<file path="src/rtl/farbborg_pkg.sv">
// ---------------------------------------------------------------------------
// farbborg_pkg
// Shared constants, parser state type and bit-period helper for the
// farbborg UART command monitor.
// Revision: 1.0
// ---------------------------------------------------------------------------
`default_nettype none

package farbborg_pkg;

  // Command bytes recognised by the parser
  localparam logic [7:0] CMD_LED = 8'h4C;  // 'L' + one argument byte
  localparam logic [7:0] CMD_BTN = 8'h42;  // 'B'
  localparam logic [7:0] CMD_VER = 8'h56;  // 'V'

  // Reply bytes
  localparam logic [7:0] RSP_OK  = 8'h4B;  // 'K'
  localparam logic [7:0] RSP_ERR = 8'h3F;  // '?'
  localparam logic [7:0] PROMPT  = 8'h3E;  // '>'

  typedef enum logic [1:0] {
    ST_IDLE     = 2'd0,
    ST_WAIT_ARG = 2'd1,
    ST_REPLY    = 2'd2
  } parse_state_e;

  // Clock cycles per UART bit, truncated
  function automatic int unsigned calc_div(input int unsigned clk_freq,
                                           input int unsigned baud);
    return clk_freq / baud;
  endfunction

endpackage

`default_nettype wire

</file>
<file path="src/rtl/farbborg_uart.sv">
// ---------------------------------------------------------------------------
// farbborg_uart
// 8N1 receive and transmit engines. RX expects an already synchronised line
// and emits a one-cycle valid strobe per good byte; TX accepts a byte while
// not busy and drives a registered serial output.
// Revision: 1.0
// ---------------------------------------------------------------------------
`default_nettype none

module farbborg_uart #(
  parameter int unsigned DIV = 434
) (
  input  logic       clk,
  input  logic       rst,
  input  logic       rxd_i,
  output logic [7:0] rx_data_o,
  output logic       rx_valid_o,
  input  logic [7:0] tx_data_i,
  input  logic       tx_start_i,
  output logic       tx_busy_o,
  output logic       txd_o
);

  localparam int unsigned CW   = $clog2(DIV + 1);
  localparam int unsigned HALF = (DIV / 2 > 0) ? DIV / 2 : 1;

  typedef enum logic [1:0] {
    RX_IDLE  = 2'd0,
    RX_START = 2'd1,
    RX_DATA  = 2'd2,
    RX_STOP  = 2'd3
  } rx_state_e;

  rx_state_e       rx_state_q;
  logic [CW-1:0]   rx_cnt_q;
  logic [2:0]      rx_bit_q;
  logic [7:0]      rx_shift_q;
  logic [7:0]      rx_data_q;
  logic            rx_valid_q;
  logic            rx_prev_q;

  logic [CW-1:0]   tx_cnt_q;
  logic [3:0]      tx_bit_q;
  logic [9:0]      tx_shift_q;
  logic            tx_busy_q;
  logic            txd_q;

  // RX: falling-edge start detect, half-bit glitch recheck, centre sampling
  always_ff @(posedge clk or posedge rst) begin
    if (rst) begin
      rx_state_q <= RX_IDLE;
      rx_cnt_q   <= '0;
      rx_bit_q   <= '0;
      rx_shift_q <= '0;
      rx_data_q  <= '0;
      rx_valid_q <= 1'b0;
      rx_prev_q  <= 1'b1;
    end else begin
      rx_prev_q  <= rxd_i;
      rx_valid_q <= 1'b0;
      case (rx_state_q)
        RX_IDLE: begin
          if (rx_prev_q && !rxd_i) begin
            rx_state_q <= RX_START;
            rx_cnt_q   <= '0;
          end
        end
        RX_START: begin
          if (rx_cnt_q == CW'(HALF - 1)) begin
            rx_cnt_q <= '0;
            rx_bit_q <= '0;
            // A line that is high again at mid start bit was a glitch
            rx_state_q <= rxd_i ? RX_IDLE : RX_DATA;
          end else begin
            rx_cnt_q <= rx_cnt_q + 1'b1;
          end
        end
        RX_DATA: begin
          if (rx_cnt_q == CW'(DIV - 1)) begin
            rx_cnt_q   <= '0;
            rx_shift_q <= {rxd_i, rx_shift_q[7:1]};
            if (rx_bit_q == 3'd7) rx_state_q <= RX_STOP;
            else                  rx_bit_q   <= rx_bit_q + 1'b1;
          end else begin
            rx_cnt_q <= rx_cnt_q + 1'b1;
          end
        end
        default: begin
          if (rx_cnt_q == CW'(DIV - 1)) begin
            rx_cnt_q   <= '0;
            rx_state_q <= RX_IDLE;
            // Low stop bit: framing error, byte dropped without notice
            if (rxd_i) begin
              rx_valid_q <= 1'b1;
              rx_data_q  <= rx_shift_q;
            end
          end else begin
            rx_cnt_q <= rx_cnt_q + 1'b1;
          end
        end
      endcase
    end
  end

  // TX: load start/data/stop frame and shift it out LSB first
  always_ff @(posedge clk or posedge rst) begin
    if (rst) begin
      tx_cnt_q   <= '0;
      tx_bit_q   <= '0;
      tx_shift_q <= '1;
      tx_busy_q  <= 1'b0;
      txd_q      <= 1'b1;
    end else if (!tx_busy_q) begin
      if (tx_start_i) begin
        tx_shift_q <= {1'b1, tx_data_i, 1'b0};
        tx_cnt_q   <= '0;
        tx_bit_q   <= '0;
        tx_busy_q  <= 1'b1;
        txd_q      <= 1'b0;
      end
    end else if (tx_cnt_q == CW'(DIV - 1)) begin
      tx_cnt_q <= '0;
      if (tx_bit_q == 4'd9) begin
        tx_busy_q <= 1'b0;
        txd_q     <= 1'b1;
      end else begin
        tx_bit_q   <= tx_bit_q + 1'b1;
        tx_shift_q <= {1'b1, tx_shift_q[9:1]};
        txd_q      <= tx_shift_q[1];
      end
    end else begin
      tx_cnt_q <= tx_cnt_q + 1'b1;
    end
  end

  assign rx_data_o  = rx_data_q;
  assign rx_valid_o = rx_valid_q;
  assign tx_busy_o  = tx_busy_q;
  assign txd_o      = txd_q;

endmodule

`default_nettype wire

</file>
<file path="src/rtl/farbborg_system.sv">
// ---------------------------------------------------------------------------
// farbborg_system
// UART command monitor: synchronisers, command parser, LED register and
// optional heartbeat on led[7]. Optional feature macro:
// FARBBORG_HEARTBEAT_EN (led[7] blinks at 1 Hz from a free-running counter).
// Revision: 1.0
// ---------------------------------------------------------------------------
`default_nettype none

module farbborg_system #(
  parameter int unsigned CLK_FREQ = 50_000_000,
  parameter int unsigned BAUD     = 115200,
  parameter logic [7:0]  VERSION  = 8'h01
) (
  input  logic       clk,
  input  logic [3:0] btn,
  output logic [7:0] led,
  input  logic       uart_rxd,
  output logic       uart_txd
);

  import farbborg_pkg::*;

  localparam int unsigned DIV = calc_div(CLK_FREQ, BAUD);

  logic         rst;
  logic         rxd_meta_q, rxd_sync_q;
  logic [2:0]   btn_meta_q, btn_sync_q;
  parse_state_e state_q;
  logic [7:0]   reply_q;
  logic [7:0]   led_q;
  logic         prompt_q;
  logic [7:0]   rx_data;
  logic         rx_valid;
  logic         tx_busy;
  logic         tx_start;
  logic [7:0]   tx_data;

  assign rst = btn[0];

  // Two-flop synchronisers; RX idles high, buttons idle low
  always_ff @(posedge clk or posedge rst) begin
    if (rst) begin
      rxd_meta_q <= 1'b1;
      rxd_sync_q <= 1'b1;
      btn_meta_q <= 3'b000;
      btn_sync_q <= 3'b000;
    end else begin
      rxd_meta_q <= uart_rxd;
      rxd_sync_q <= rxd_meta_q;
      btn_meta_q <= btn[3:1];
      btn_sync_q <= btn_meta_q;
    end
  end

  // The pending prompt takes precedence over a parser reply
  assign tx_start = !tx_busy && (prompt_q || (state_q == ST_REPLY));
  assign tx_data  = prompt_q ? PROMPT : reply_q;

  // Command parser, LED register and one-shot prompt after reset
  always_ff @(posedge clk or posedge rst) begin
    if (rst) begin
      state_q  <= ST_IDLE;
      reply_q  <= 8'h00;
      led_q    <= 8'h00;
      prompt_q <= 1'b1;
    end else begin
      if (tx_start && prompt_q) prompt_q <= 1'b0;
      case (state_q)
        ST_IDLE: begin
          if (rx_valid) begin
            state_q <= ST_REPLY;
            case (rx_data)
              CMD_LED: state_q <= ST_WAIT_ARG;
              CMD_BTN: reply_q <= {5'b00000, btn_sync_q};
              CMD_VER: reply_q <= VERSION;
              default: reply_q <= RSP_ERR;
            endcase
          end
        end
        ST_WAIT_ARG: begin
          if (rx_valid) begin
            led_q   <= rx_data;
            reply_q <= RSP_OK;
            state_q <= ST_REPLY;
          end
        end
        ST_REPLY: begin
          if (!tx_busy && !prompt_q) state_q <= ST_IDLE;
        end
        default: state_q <= ST_IDLE;
      endcase
    end
  end

  farbborg_uart #(
    .DIV(DIV)
  ) u_uart (
    .clk       (clk),
    .rst       (rst),
    .rxd_i     (rxd_sync_q),
    .rx_data_o (rx_data),
    .rx_valid_o(rx_valid),
    .tx_data_i (tx_data),
    .tx_start_i(tx_start),
    .tx_busy_o (tx_busy),
    .txd_o     (uart_txd)
  );

`ifdef FARBBORG_HEARTBEAT_EN
  localparam int unsigned HB_HALF = (CLK_FREQ / 2 > 0) ? CLK_FREQ / 2 : 1;
  localparam int unsigned HBW     = $clog2(HB_HALF + 1);

  logic [HBW-1:0] hb_cnt_q;
  logic           hb_q;

  // Free-running half-second counter toggling the heartbeat LED
  always_ff @(posedge clk or posedge rst) begin
    if (rst) begin
      hb_cnt_q <= '0;
      hb_q     <= 1'b0;
    end else if (hb_cnt_q == HBW'(HB_HALF - 1)) begin
      hb_cnt_q <= '0;
      hb_q     <= ~hb_q;
    end else begin
      hb_cnt_q <= hb_cnt_q + 1'b1;
    end
  end

  assign led = {hb_q, led_q[6:0]};
`else
  assign led = led_q;
`endif

endmodule

`default_nettype wire

</file>
<file path="config.mk">
export PLATFORM = sky130hd
export DESIGN_NAME = farbborg_system
export DESIGN_NICKNAME = d
export VERILOG_FILES = /design/src/rtl/farbborg_pkg.sv /design/src/rtl/farbborg_uart.sv /design/src/rtl/farbborg_system.sv
export SDC_FILE = /design/constraint.sdc
export NUM_CORES = 1
export LEC_CHECK = 0
export ABC_AREA = 1
export CELL_PAD_IN_SITES_DETAIL_PLACEMENT = 1
export CELL_PAD_IN_SITES_GLOBAL_PLACEMENT = 1
export CORE_AREA = 2 2 92 94
export CTS_CLUSTER_DIAMETER = 200
export DETAILED_ROUTE_END_ITERATION = 16
export DIE_AREA = 0 0 94 96
export MAX_ROUTING_LAYER = met4
export PLACE_DENSITY = 0.81
export SLEW_MARGIN = 20
export SYNTH_ARGS = -nofsm -noshare
export SYNTH_HDL_FRONTEND = slang
export SYNTH_SLANG_ARGS = --single-unit
</file>
<file path="constraint.sdc">
create_clock -name clk -period 7.63 [get_ports clk]
set_input_delay 1.526 -clock clk [delete_from_list [all_inputs] [get_ports clk]]
set_output_delay 1.526 -clock clk [all_outputs]
set_load 0.02 [all_outputs]
</file>
==> results.toml <==
[clocking]
cts.clk_slew.worst_paths_ns = 0.08
cts_inserted_buffers = 9
insertion_delay_ns = 0.35
cts.repair.resized = 0
post-cts-setup-buffers = 0
cts_tree = "done"
holdBufCountCts = 0
cts_max_path_buffers = 2
clkSinkCount = 80
htreeDepth = 3
root_buffer = "clkbuf_8"

[timing]
setup_slack_ns = 4.64
final_max_slew_viol_count = 0
finalWorstPathRequiredPeriod_ns = 2.99
rsz0062_at_grt = "false"
setup_viol_count_final = 0
fin_crit_sh = 0.392
max_freq_mhz = 334
tightest_slew_ns = 0.729
finClkSkew_ns = 0.0156
hold_viol = 0
holdWs_ns = 0.359
slew_headroom = 0.514
tns_ns = 0

[worst_setup_path]
crit_type = "reg2out"
critical_path.cell_chain = "clkdlybuf4s50_1"
worstSetupStartpointType = "flop"
cpPeakStageDelay_ns = 0.59
reg2reg_depth = 6
cp_num_buf_inv = 1
crit_family = "buffers and inverters"
slowest_stage = "clkdlybuf4s50_1"
critPathArrivalTime_ns = 1.47
path_depth = 1
r2r_slack_ns = 5.86
critPathCaptureType = "primary output"
crit_required_ns = 6.10
critPathMaxFanout = 2

[layout]
antenna_cells = 0
areaGrowthSynthToFinish_pct = 10.5
fin_area_um2 = 4290
layout.nets = 468
fillers = 943
drive_above_1_share = 0.148
regArea_um2 = 2020
multi_input_area_um2 = 1570

[route]
post_drt_wl_per_cell_um = 14.4
first_iter_violations = 80
finalWirelength_um = 8130
final_antenna_net_count = 0
routed_via_density = 5.14
vias = 2893
post-route-drc-count = 0
drtPass1Iterations = 4

[die]
die_y_um = 96
ioPinCount = 15
rows = 33
die_width_um = 94
dieArea_um2 = 9020
coreArea_um2 = 8050
start_util = 0.483

[min_path]
hp-class = "reg2reg"
whs_path_depth = 0

[power_and_ir_drop]
power_leakage_uw = 0.00205
power_density_nw_per_um2 = 218
ir_drop_v = 0.000113

[place]
gp_congestion = 0.785
place_ws_ns = 4.73
placed_area_um2 = 4090
hpwl_um = 5730
io_buffers = 14

[synth]
yosys-top-cells-area = "dfrtp_1, nand2_1, dfstp_2"
synth_async_sr_flop_share = 1.00
ys_warn_count = 0
synth-main-ff-cell = "dfrtp_1"
yosys.area.top_type = "dfrtp_1"
syn_area_um2 = 3890
synth_top_area_frac = 0.431
yosys-top-cells-count = "nand2_1, dfrtp_1, inv_1, nand3_1, o21ai_0"
syn_avg_cell_area_um2 = 8.90
ys_seq_area_frac = 0.519
synth_most_common_cell = "nand2_1"
synth_cells = 437
synth_edf_count = 0
yosysUniqueCellTypes = 35
synth-seq-cells = 80
syn-num-nets = 452

[global_routing]
track_usage = 0.210
grt_pass1_wl_um = 14400
grt-ovfl-total = 0
antenna_found_initial = 0
grt_max_degree = 81
grt_pass1_vias = 3093

[outcome]
outcome = "completed"

[run]
max-cap-violations = 0
[sequential cells by signal, summed over array words and instances (netlist names), 4 cells and up]
name / cells
led: 8
reply_q: 6
u_uart.rx_cnt_q: 9
u_uart.rx_data_o: 8
u_uart.rx_shift_q: 8
u_uart.tx_bit_q: 4
u_uart.tx_cnt_q: 9
u_uart.tx_shift_q: 8
[final cells by class]
| type | instances | share of cell area |
|---|---|---|
| Sequential cell | 80 | 0.470 |
| Clock inverter | 5 | 0.0149 |
| Clock buffer | 11 | 0.0329 |
| Inverter | 57 | 0.0507 |
| Tap cell | 105 | 0.0306 |
| Timing Repair Buffer | 15 | 0.0353 |
| Multi-Input combinational cell | 290 | 0.366 |
[logic make-up (layout without fill, tap and decap cells)]
group | count (synthesis) | in the layout | synth area share
AOI/OAI and AO/OA | 54 | 54 | 0.0814
xor gates and xnor gates | 8 | 8 | 0.0180
adders and majority gates | 9 | 9 | 0.0290
buffers and inverters | 67 | 88 | 0.0769
DFF | 80 | 80 | 0.519
muxes | 5 | 5 | 0.0142
and+or+nand+nor | 214 | 214 | 0.261
[metrics by stage]
stage	power, uW	std cells	utilization
finish	936	563	0.533
floorplan	593	437	-
global route	991	563	0.533
global placement	616	547	0.507
detailed placement	624	547	0.507
CTS	947	563	0.533
[where the power goes]
group | internal (uW) | switching [uW]
sequential | 450 | 34.5
clock | 163 | 160
combinational | 47.0 | 82.4
[path summary, 6_finish.rpt]
kind,from,end
max,u_uart.txd_o,uart_txd
min,btn_meta_q[2],btn_sync_q[2]
max reg2reg,u_uart.tx_busy_o,u_uart.tx_bit_q[2]
min reg2reg,btn_meta_q[2],btn_sync_q[2]
max in group asynchronous,btn[0],u_uart.rx_state_q[1]
min in group asynchronous,btn[0],u_uart.tx_cnt_q[3]
[layout by cell type, fill, tap and decap left out, types with 8 or more instances in the layout]
cell	netlist	routed
clkdlybuf4s50_1	0	14
nand2_1	112	112
nand2_2	10	10
inv_1	53	52
clkbuf_8	0	10
dfrtp_1	67	67
dfstp_2	13	13
o21ai_0	31	31
nor2_1	23	23
ha_1	9	9
nand3_1	40	40
o21ai_2	8	8
[metal layers]
layer,track usage,share of wire,up-vias
met5,-,0,-
met4,0.0761,0.012,0
met3,0.0258,0.015,9
met2,0.360,0.51,23
met1,0.257,0.46,1428
li1,-,-,1433
Power figures use the tool's default switching activity.
